[src/rtl/compress_est_pkg.sv]
// compress_est shared types and helpers.
// Token cost functions for the LZ-style size estimator.
package compress_est_pkg;

    typedef enum logic [1:0] {
        MODE_RAW  = 2'd0,
        MODE_RLE  = 2'd1,
        MODE_DICT = 2'd2
    } mode_e;

    function automatic int clog2(input int n);
        int r;
        r = 0;
        while ((1 << r) < n) r++;
        return r;
    endfunction

    function automatic int lit_cost(input int data_w);
        return 1 + data_w;
    endfunction

    function automatic int match_cost(input int idx_w, input int len_w);
        return 1 + idx_w + len_w;
    endfunction

endpackage

[src/rtl/compress_est_if.sv]
// Streaming word input and window result bundle.
// The estimator takes the slave side.
interface compress_est_if #(
    parameter int DATA_W      = 32,
    parameter int WINDOW_LOG2 = 10,
    parameter int COUNT_W     = 21
);
    logic [DATA_W-1:0]    data;
    logic                 valid;
    logic [1:0]           mode;
    logic                 flush;
    logic [COUNT_W-1:0]   count;
    logic                 count_valid;
    logic [WINDOW_LOG2:0] words;
    logic                 saturated;

    modport master (
        output data, valid, mode, flush,
        input  count, count_valid, words, saturated
    );

    modport slave (
        input  data, valid, mode, flush,
        output count, count_valid, words, saturated
    );
endinterface

[src/rtl/compress_est_hist_match.sv]
// History shift register with per-entry valid bits,
// parallel compare and lowest-index priority encoder.
module hist_match
    import compress_est_pkg::*;
#(
    parameter int DATA_W     = 32,
    parameter int HIST_DEPTH = 8,
    parameter int IDX_W      = clog2(HIST_DEPTH)
) (
    input  logic                  clk,
    input  logic                  reset,
    input  logic [DATA_W-1:0]     data,
    input  logic                  shift_en,
    input  logic                  clear,
    input  logic                  slot0_only,
    output logic [HIST_DEPTH-1:0] eq_vec,
    output logic                  hit,
    output logic [IDX_W-1:0]      idx
);
    logic [DATA_W-1:0]     hist_q [HIST_DEPTH];
    logic [DATA_W-1:0]     hist_d [HIST_DEPTH];
    logic [HIST_DEPTH-1:0] hv_q;
    logic [HIST_DEPTH-1:0] hv_d;
    logic [HIST_DEPTH-1:0] srch;

    always_comb begin
        hist_d = hist_q;
        hv_d   = hv_q;
        if (shift_en) begin
            hist_d[0] = data;
            hv_d[0]   = 1'b1;
            for (int i = 1; i < HIST_DEPTH; i++) begin
                hist_d[i] = hist_q[i-1];
                hv_d[i]   = hv_q[i-1];
            end
        end
        if (clear) hv_d = '0;
    end

    always_ff @(posedge clk) begin
        if (reset) hv_q <= '0;
        else       hv_q <= hv_d;
    end

    always_ff @(posedge clk) begin
        hist_q <= hist_d;
    end

    always_comb begin
        eq_vec = '0;
        for (int i = 0; i < HIST_DEPTH; i++)
            eq_vec[i] = hv_q[i] && (hist_q[i] == data);
        srch = eq_vec;
        if (slot0_only)
            srch = {{(HIST_DEPTH-1){1'b0}}, eq_vec[0]};
        hit = |srch;
        idx = '0;
        for (int i = HIST_DEPTH - 1; i >= 0; i--)
            if (srch[i]) idx = IDX_W'(i);
    end

endmodule

[src/rtl/compress_est.sv]
// Streaming compressed-size estimator: S1 input reg, S2 match
// and run decision, S3 accumulate, then registered window result.
module compress_est
    import compress_est_pkg::*;
#(
    parameter int DATA_W      = 32,
    parameter int HIST_DEPTH  = 8,
    parameter int LEN_W       = 4,
    parameter int WINDOW_LOG2 = 10,
    parameter int COUNT_W     = 21
) (
    input  logic          clk,
    input  logic          reset,
    compress_est_if.slave bus
);
    localparam int IDX_W = clog2(HIST_DEPTH);
    localparam int ACC_W = COUNT_W + 1;
    localparam int CST_W = 16;
    localparam int SUM_W = ACC_W + CST_W;
    localparam int WC_W  = WINDOW_LOG2 + 1;

    localparam logic [CST_W-1:0] LIT_C = CST_W'(lit_cost(DATA_W));
    localparam logic [CST_W-1:0] MCH_C = CST_W'(match_cost(IDX_W, LEN_W));
    localparam logic [CST_W-1:0] RAW_C = CST_W'(DATA_W);
    localparam logic [LEN_W:0]   RUN_MAX = {1'b1, {LEN_W{1'b0}}};
    localparam logic [WC_W-1:0]  WIN_LEN = {1'b1, {WINDOW_LOG2{1'b0}}};
    localparam logic [ACC_W-1:0] ACC_MAX = {1'b0, {COUNT_W{1'b1}}};

    // S1
    logic [DATA_W-1:0] s1_data_q, s1_data_d;
    logic              s1_valid_q, s1_valid_d;
    logic              s1_flush_q, s1_flush_d;
    logic [1:0]        s1_mode_q, s1_mode_d;

    // window, mode and run state
    logic [WC_W-1:0]   wcnt_q, wcnt_d, wcnt_inc;
    logic [1:0]        mode_q, mode_d, cur_mode;
    logic              run_act_q, run_act_d;
    logic [IDX_W-1:0]  run_off_q, run_off_d;
    logic [LEN_W:0]    run_len_q, run_len_d;
    logic              close, cont;

    // S2
    logic [CST_W-1:0]  s2_cost_q, s2_cost_d;
    logic              s2_close_q, s2_close_d;
    logic [WC_W-1:0]   s2_words_q, s2_words_d;

    // S3
    logic [ACC_W-1:0]  acc_q, acc_d, acc_n;
    logic              sat_q, sat_d, sat_n;
    logic [SUM_W-1:0]  sum;
    logic              clip;
    logic              s3_strobe_q, s3_strobe_d;
    logic [COUNT_W-1:0] s3_count_q, s3_count_d;
    logic              s3_sat_q, s3_sat_d;
    logic [WC_W-1:0]   s3_words_q, s3_words_d;

    // outputs
    logic [COUNT_W-1:0] count_q, count_d;
    logic               count_valid_q, count_valid_d;
    logic [WC_W-1:0]    words_q, words_d;
    logic               saturated_q, saturated_d;

    logic [HIST_DEPTH-1:0] eq_vec;
    logic                  hit;
    logic [IDX_W-1:0]      idx;

    hist_match #(
        .DATA_W     (DATA_W),
        .HIST_DEPTH (HIST_DEPTH),
        .IDX_W      (IDX_W)
    ) u_hist (
        .clk        (clk),
        .reset      (reset),
        .data       (s1_data_q),
        .shift_en   (s1_valid_q && !close),
        .clear      (close),
        .slot0_only (cur_mode == MODE_RLE),
        .eq_vec     (eq_vec),
        .hit        (hit),
        .idx        (idx)
    );

    always_comb begin
        s1_data_d  = bus.data;
        s1_valid_d = bus.valid;
        s1_flush_d = bus.flush;
        s1_mode_d  = bus.mode;
    end

    // The first word of a window latches the mode it is costed with.
    always_comb begin
        wcnt_inc  = wcnt_q + WC_W'(s1_valid_q);
        close     = (s1_valid_q && wcnt_inc == WIN_LEN)
                  || (s1_flush_q && wcnt_inc != '0);
        cur_mode  = (wcnt_q == '0) ? s1_mode_q : mode_q;
        cont      = run_act_q && eq_vec[run_off_q]
                  && run_len_q != RUN_MAX;
        wcnt_d    = wcnt_q;
        mode_d    = mode_q;
        run_act_d = run_act_q;
        run_off_d = run_off_q;
        run_len_d = run_len_q;
        s2_cost_d = '0;
        if (s1_valid_q) begin
            wcnt_d = wcnt_inc;
            if (wcnt_q == '0) mode_d = s1_mode_q;
            if (cur_mode == MODE_RAW) begin
                s2_cost_d = RAW_C;
                run_act_d = 1'b0;
            end else if (cont) begin
                run_len_d = run_len_q + (LEN_W+1)'(1);
            end else if (hit) begin
                s2_cost_d = MCH_C;
                run_act_d = 1'b1;
                run_off_d = idx;
                run_len_d = (LEN_W+1)'(1);
            end else begin
                s2_cost_d = LIT_C;
                run_act_d = 1'b0;
            end
        end
        if (close) begin
            wcnt_d    = '0;
            run_act_d = 1'b0;
            run_len_d = '0;
        end
        s2_close_d = close;
        s2_words_d = wcnt_inc;
    end

    always_comb begin
        sum   = SUM_W'(acc_q) + SUM_W'(s2_cost_q);
        clip  = sum > SUM_W'(ACC_MAX);
        acc_n = clip ? ACC_MAX : sum[ACC_W-1:0];
        sat_n = sat_q | clip;
        acc_d       = acc_n;
        sat_d       = sat_n;
        s3_strobe_d = 1'b0;
        s3_count_d  = s3_count_q;
        s3_sat_d    = s3_sat_q;
        s3_words_d  = s3_words_q;
        if (s2_close_q) begin
            s3_strobe_d = 1'b1;
            s3_count_d  = acc_n[COUNT_W-1:0];
            s3_sat_d    = sat_n;
            s3_words_d  = s2_words_q;
            acc_d       = '0;
            sat_d       = 1'b0;
        end
    end

    always_comb begin
        count_valid_d = s3_strobe_q;
        count_d       = count_q;
        words_d       = words_q;
        saturated_d   = saturated_q;
        if (s3_strobe_q) begin
            count_d     = s3_count_q;
            words_d     = s3_words_q;
            saturated_d = s3_sat_q;
        end
    end

    always_ff @(posedge clk) begin
        if (reset) begin
            s1_data_q     <= '0;
            s1_valid_q    <= 1'b0;
            s1_flush_q    <= 1'b0;
            s1_mode_q     <= '0;
            wcnt_q        <= '0;
            mode_q        <= '0;
            run_act_q     <= 1'b0;
            run_off_q     <= '0;
            run_len_q     <= '0;
            s2_cost_q     <= '0;
            s2_close_q    <= 1'b0;
            s2_words_q    <= '0;
            acc_q         <= '0;
            sat_q         <= 1'b0;
            s3_strobe_q   <= 1'b0;
            s3_count_q    <= '0;
            s3_sat_q      <= 1'b0;
            s3_words_q    <= '0;
            count_q       <= '0;
            count_valid_q <= 1'b0;
            words_q       <= '0;
            saturated_q   <= 1'b0;
        end else begin
            s1_data_q     <= s1_data_d;
            s1_valid_q    <= s1_valid_d;
            s1_flush_q    <= s1_flush_d;
            s1_mode_q     <= s1_mode_d;
            wcnt_q        <= wcnt_d;
            mode_q        <= mode_d;
            run_act_q     <= run_act_d;
            run_off_q     <= run_off_d;
            run_len_q     <= run_len_d;
            s2_cost_q     <= s2_cost_d;
            s2_close_q    <= s2_close_d;
            s2_words_q    <= s2_words_d;
            acc_q         <= acc_d;
            sat_q         <= sat_d;
            s3_strobe_q   <= s3_strobe_d;
            s3_count_q    <= s3_count_d;
            s3_sat_q      <= s3_sat_d;
            s3_words_q    <= s3_words_d;
            count_q       <= count_d;
            count_valid_q <= count_valid_d;
            words_q       <= words_d;
            saturated_q   <= saturated_d;
        end
    end

    assign bus.count       = count_q;
    assign bus.count_valid = count_valid_q;
    assign bus.words       = words_q;
    assign bus.saturated   = saturated_q;

endmodule

[src/flat_wrapper.sv]
// flat-port wrapper written by rule: the top's interface ports become plain ports
module compress_est_flat import compress_est_pkg::*;
#(
    parameter int DATA_W      = 32,
    parameter int HIST_DEPTH  = 8,
    parameter int LEN_W       = 4,
    parameter int WINDOW_LOG2 = 10,
    parameter int COUNT_W     = 21
)
  (clk, reset, bus_data, bus_valid, bus_mode, bus_flush, bus_count, bus_count_valid, bus_words, bus_saturated);
  compress_est_if #(.DATA_W(DATA_W), .WINDOW_LOG2(WINDOW_LOG2), .COUNT_W(COUNT_W)) bus_i ();
  input  logic clk;
  input  logic reset;
  input wire logic [$bits(bus_i.data)-1:0] bus_data;
  input wire logic [$bits(bus_i.valid)-1:0] bus_valid;
  input wire logic [$bits(bus_i.mode)-1:0] bus_mode;
  input wire logic [$bits(bus_i.flush)-1:0] bus_flush;
  output wire logic [$bits(bus_i.count)-1:0] bus_count;
  output wire logic [$bits(bus_i.count_valid)-1:0] bus_count_valid;
  output wire logic [$bits(bus_i.words)-1:0] bus_words;
  output wire logic [$bits(bus_i.saturated)-1:0] bus_saturated;
  assign bus_i.data = bus_data;
  assign bus_i.valid = bus_valid;
  assign bus_i.mode = bus_mode;
  assign bus_i.flush = bus_flush;
  assign bus_count = bus_i.count;
  assign bus_count_valid = bus_i.count_valid;
  assign bus_words = bus_i.words;
  assign bus_saturated = bus_i.saturated;
  compress_est #(.DATA_W(DATA_W), .HIST_DEPTH(HIST_DEPTH), .LEN_W(LEN_W), .WINDOW_LOG2(WINDOW_LOG2), .COUNT_W(COUNT_W)) u_core (.clk(clk), .reset(reset), .bus(bus_i));
endmodule
[config.mk]
export PLATFORM = sky130hd
export DESIGN_NAME = compress_est_flat
export DESIGN_NICKNAME = d
export VERILOG_FILES = /design/src/rtl/compress_est_pkg.sv /design/src/rtl/compress_est_if.sv /design/src/rtl/compress_est_hist_match.sv /design/src/rtl/compress_est.sv /design/src/flat_wrapper.sv
export SDC_FILE = /design/constraint.sdc
export NUM_CORES = 1
export LEC_CHECK = 0
export BUFFER_PORTS_ARGS = -buffer_cell sky130_fd_sc_hd__clkbuf_2
export CORE_ASPECT_RATIO = 1.2
export CORE_MARGIN = 3
export CORE_UTILIZATION = 40
export DETAILED_ROUTE_END_ITERATION = 10
export MAX_ROUTING_LAYER = met4
export SKIP_LAST_GASP = 1
export SYNTH_ARGS = -nofsm -noshare
export SYNTH_HDL_FRONTEND = slang
export SYNTH_SLANG_ARGS = --single-unit
export TNS_END_PERCENT = 10
[constraint.sdc]
create_clock -name clk -period 24.2 [get_ports clk]
set_clock_uncertainty 0.15 [all_clocks]
set_input_delay 1.21 -clock clk [delete_from_list [all_inputs] [get_ports clk]]
set_output_delay 1.21 -clock clk [all_outputs]
set_load 0.1 [all_outputs]
---- After elaboration in Yosys (flattened, before gate mapping) ----
Index checks and enable logic that the tools add are counted.
storage, ports and cells
  word-level logic and storage cells ...... 104
  output and inout port bits .............. 34
  register bits ........................... 441
operators by class
  equal/unequal tests ..................... 12
  reduce and logical (&&, ||, !) cells .... 28
  add/sub/neg operators ................... 3
  magnitude comparators ................... 2
  bitwise gates (word level) .............. 4
  multiplexer cells ....................... 22
operators with widths
  kind                  count
  $eq 32x32->1          8
  $mux 3                8
  $add 22x16->23        1
  $gt 23x21->1 const B  1
  $mux 21               1
  $mux 6                3
  $logic_and 1x1->1     13
  $add 11x1->11         1
  $eq 11x11->1 const B  1
  $logic_not 11->1      1
  $reduce_bool 11->1    1
  $mux 5                2
  $mux 8                1
  $reduce_or 8->1       1
  $reduce_or 2->1       3
  $add 5x1->5 const B   1
  $mux 1                5
  $ne 5x5->1 const B    1
  $lt 3x4->1 const B    1
  $reduce_and 4->1      1
  $reduce_or 4->1       1
  $bmux 1 s3            1
  $not 1->1             3
  $reduce_and 3->1      1
  10 further kinds      10

---- Logic depth before layout (Yosys ltp) ----
  depth after elaboration ................. 12
  gate-level depth with buffers ........... 12
  gate-level depth less buffers ........... 10

---- Modules after synthesis ----
A second synthesis with hierarchy kept.
unflattened totals
  cell total of the unflattened synthesis .. 1329
  area, all modules ....................... 17535.6 µm²
modules (own cells, without submodules)
  module        instances  area each (µm²)  cells each
  hist_match    1          11222.0          687
  compress_est  1          6313.6           642

---- Worst setup path before layout ----
No wires, ideal clock.
  path type ............................... register -> register
  start ................................... register u_core.wcnt_q[0]
  end ..................................... register u_core.u_hist.hist_q[0] (netlist name) (enable)
  cell stages (with the launch flop) ...... 10
  slack ................................... 15555 ps
  period minus slack after synthesis ...... 8645 ps
  data arrival time ....................... 7847 ps
  library setup time ...................... 648 ps
  cell sequence ........................... dfxtp_1 -> ha_1 -> ha_1 -> and4_1 -> and4_1 -> clkbuf_1 -> o211a_1 -> o2111ai_1 -> a22o_1 -> and2_1
between the ends
  cells in the longest elaborated chain, start to end .. 6
  elaborated cells on any way between the ends .. 8
ends and longest elaborated chain
  item                                                       RTL line                                text
  from (decl)                                                compress_est.sv:36                      logic [WC_W-1:0] wcnt_q, wcnt_d, wcnt_inc;
  from (signal assigned)                                     compress_est.sv:194                     wcnt_q <= wcnt_d;
  $add 11x1->11 (*)                                          compress_est.sv:93                      wcnt_inc = wcnt_q + WC_W'(s1_valid_q);
  $eq 11x11->1 / $reduce_bool 11->1 (equally long branches)  compress_est.sv:94, compress_est.sv:95
  $logic_and 1x1->1 (on tied branches)                       compress_est.sv:94, compress_est.sv:95
  $logic_or 1x1->1 (*)                                       compress_est.sv:95                      || (s1_flush_q && wcnt_inc != '0);
  $logic_not 1->1 (*)                                        compress_est.sv:76                      .shift_en (s1_valid_q && !close),
  $logic_and 1x1->1 (*)                                      compress_est.sv:76
  named net u_core.u_hist.shift_en                           compress_est_hist_match.sv:13           input logic shift_en,
  to (signal assigned)                                       compress_est_hist_match.sv:46           hist_q <= hist_d;
  to (decl)                                                  compress_est_hist_match.sv:20           logic [DATA_W-1:0] hist_q [HIST_DEPTH];
The timed path passes the listed nets; every way through them passes the cells marked *.
A chain may end at the register's enable or synchronous reset.

---- Final worst setup path ----
  start ................................... register u_core.s1_valid_q
  end ..................................... register u_core.u_hist.hist_q[232] (netlist name) (enable)
between the ends
  cells in the longest elaborated chain, start to end .. 6
  elaborated cells on any way between the ends .. 8
ends and longest elaborated chain
  item                                                       RTL line                                text
  from (decl)                                                compress_est.sv:31                      logic s1_valid_q, s1_valid_d;
  from (signal assigned)                                     compress_est.sv:191                     s1_valid_q <= s1_valid_d;
  $add 11x1->11                                              compress_est.sv:93
  $eq 11x11->1 / $reduce_bool 11->1 (equally long branches)  compress_est.sv:94, compress_est.sv:95
  $logic_and 1x1->1 (on tied branches)                       compress_est.sv:94, compress_est.sv:95
  $logic_or 1x1->1                                           compress_est.sv:95
  $logic_not 1->1                                            compress_est.sv:76
  $logic_and 1x1->1 (*)                                      compress_est.sv:76
  named net u_core.u_hist.shift_en                           compress_est_hist_match.sv:13
Marked as above.

==> out/results.ini <==
[synthesis]
yosysSeqAreaShare_pct=61.9
synthFlopType=edfxtp_1
syn_nets=1475
netlist_instances=1429
async_reset_ff_share_pct=0
netlist_area_sq_um=18000
ys_warn_count=0
synth_area_leaders=edfxtp_1, dfxtp_1, xor2_1
synth_area_leader_cell=edfxtp_1
yosysUniqueCellTypes=62
ys_ff_latch=428
synth_edf_count=256
synth_area_per_cell_sq_um=12.6
synth_top_area_share_pct=42.8

[floorplanning]
rows=84
dieHeight_microns=238
floorplan.initialDensity_pct=40.7
die_area_sq_um=47500
pin_count=72
core_sq_um=44100
die_x_microns=200

[finish]
final_layout_size_suffix_gt1_share_pct=10.5
finalInstanceArea_sq_um=20200
final_common_cell=edfxtp_1
nets=1528
mostFrequentLayoutCells=edfxtp_1, xor2_1, dfxtp_1
areaGrowthSynthToFinish_pct=12.3

[detailed_routing]
viasPerCell=5.23
drt_iter0_drc=663
routedWlPerCell_microns=20.0
first_pass_iters=5
ant_nets=0
vias=10859
drc_errors=0
wirelength_mm=41.6

[worst_setup_path]
crit_buf_inv=3
cp.depth=11
crit_family=buffers and inverters
required_ns=24.23
cp.arrival_ns=5.28
critical_path_class=register to register
r2r_cells=11
cp_slowest_cell=buf_4
startpoint_type=register
path_cells=buf_4 > ha_1 > ha_1 > and4_1 > and4_1 > nand3_1 > xor2_1 > a22o_1 > and2_4 > buf_4 > buf_4
cp_max_fo=92
cp-end-kind=register
crit_top_cell=buf_4
cp_slowest_stage_delay_ns=0.97

[clocking]
clk-insertion-delay-late_ns=0.57
cts_max_level=2
path_clk_slew_ns=0.06
cts_hold_buf=0
clockBufferDepth=3
root_buffer=clkbuf_16
cts.sinks=428
tritoncts=done
cts_made_buffers=44
post_cts_resize_count=0
post_cts_buffers=0

[power]
ir_worst_vdd_uv=55.9
p_per_area_nw_per_um2=79.5
p_leak_nw=7.20
power_mw=1.60

[place]
place.gp.congestion=0.978
post_dp_cell_area_sq_um=18700
port_buffers=71
hpwl_mm=31.0

[timing]
max_freq_mhz=191
slew_violations=0
tns_ns=0
final_hold_viol_count=0
slew_headroom_pct=11.8
fin_crit_sh_pct=21.7
min_period_ns=5.25
rsz0062_at_grt=no
setup_violations=0
tightest_slew_ns=1.32

[grt]
grt_pass1_vias=11029
grt_pass1_wl_mm=63.1
overflow=0
grt_start_max_net_pins=93
grt_antenna_before_repair=1
track_usage_pct=18.2

[status]
status=finished, final reports clean

[hold_path]
hold_path.class=register to register
whs_path_depth=1

[flow_run]
maxCapViolations=0

## per-layer routing
layer  wire (microns)  track usage [%]  up-vias
met5                0                -        -
met4             2450             9.90        0
met3             1820             2.60      129
met2            21800             32.4      302
met1            15600             19.3     5157
li1                 -                -     5271
## flip-flops by register name, indices dropped and copies added, names as in the netlist, 2 cells and up
name and count:
u_core.bus.words 11, u_core.bus.count 21, u_core.s1_data_q 32, u_core.run_len_q 5
u_core.s2_words_q 11, u_core.mode_q 2, u_core.u_hist.hist_q 256, u_core.s3_count_q 21
u_core.acc_q 22, u_core.s1_mode_q 2, u_core.run_off_q 3, u_core.u_hist.hv_q 8
u_core.s2_cost_q 3, u_core.wcnt_q 11, u_core.s3_words_q 11
## cell usage after synthesis (all sizes together), types with 4 or more instances
cell type / number
dfxtp: 172
nor2: 143
and4: 5
clkbuf: 31
or3: 5
a21oi: 17
nor4: 87
edfxtp: 256
nor4b: 8
nand2b: 4
o31ai: 5
nand4b: 16
nor2b: 41
mux2i: 58
nand3: 28
a211o: 4
xnor2: 85
nor3: 14
a211oi: 18
xor2: 206
inv: 15
ha: 8
nand4: 39
o21ai: 8
and2: 4
a31oi: 4
and3: 9
a21o: 5
or4: 12
nand2: 41
buf: 42
## per-stage QoR
stage                     std cells  utilization [%]  setup WS, ns  hold slack [ns]
after detailed placement       1995             42.5         18.96            0.296
after CTS                      2075             45.7         18.94            0.310
after global placement         1995             42.5         19.01            0.282
after global routing           2077             45.7         18.44            0.316
final                          2077             45.7         18.95            0.307
after floorplan                1429                -         15.56            0.253
## where the power goes
group / internal [mW] / switching [mW] / total, mW
sequential: 0.806 / 0.0305 / 0.837
combinational: 0.0367 / 0.0700 / 0.107
clock: 0.382 / 0.278 / 0.660
total: 1.22 / 0.379 / 1.60
## final timing paths
| path | start | end | slack (ns) |
|---|---|---|---|
| max | u_core.s1_valid_q | u_core.u_hist.hist_q[232] | 18.95 |
| min | u_core.s3_count_q[5] | u_core.s3_count_q[5] | 0.31 |
| max reg2reg | u_core.s1_valid_q | u_core.u_hist.hist_q[232] | 18.95 |
| min reg2reg | u_core.s3_count_q[5] | u_core.s3_count_q[5] | 0.31 |
## kinds of logic (layout without fill, tap and decap cells)
logic type	Yosys count	after routing	synth area share, %
xor+xnor	291	291	14.3
fa+ha+maj	8	8	0.557
other cells	1	3	0.0209
buf+inv	88	175	2.32
compound gates	84	84	3.40
flops	428	428	61.9
mux	60	60	3.35
simple gates	469	469	14.1
## area by class of cell
type | instances | area [sq um]
clock inverters | 15 | 145
inverters | 15 | 56.3
multi-input cells | 913 | 6430
fillers | 4028 | 24000
diodes | 2 | 5.00
repair buffers | 80 | 425
flip-flops and latches | 428 | 11100
well taps | 559 | 699
clock buffers | 65 | 1280
## worst register-to-register path: cells and delay by family (launching register included)
| kind | cells | cell delay [ns] |
|---|---|---|
| adders and majority gates | 2 | 0.62 |
| and+or+nand+nor | 4 | 1.15 |
| DFF | 1 | 0.30 |
| buffers and inverters | 3 | 2.09 |
| xor gates and xnor gates | 1 | 0.27 |
| AOI/OAI and AO/OA | 1 | 0.20 |
No activity file was read; power rests on OpenSTA's default activity.
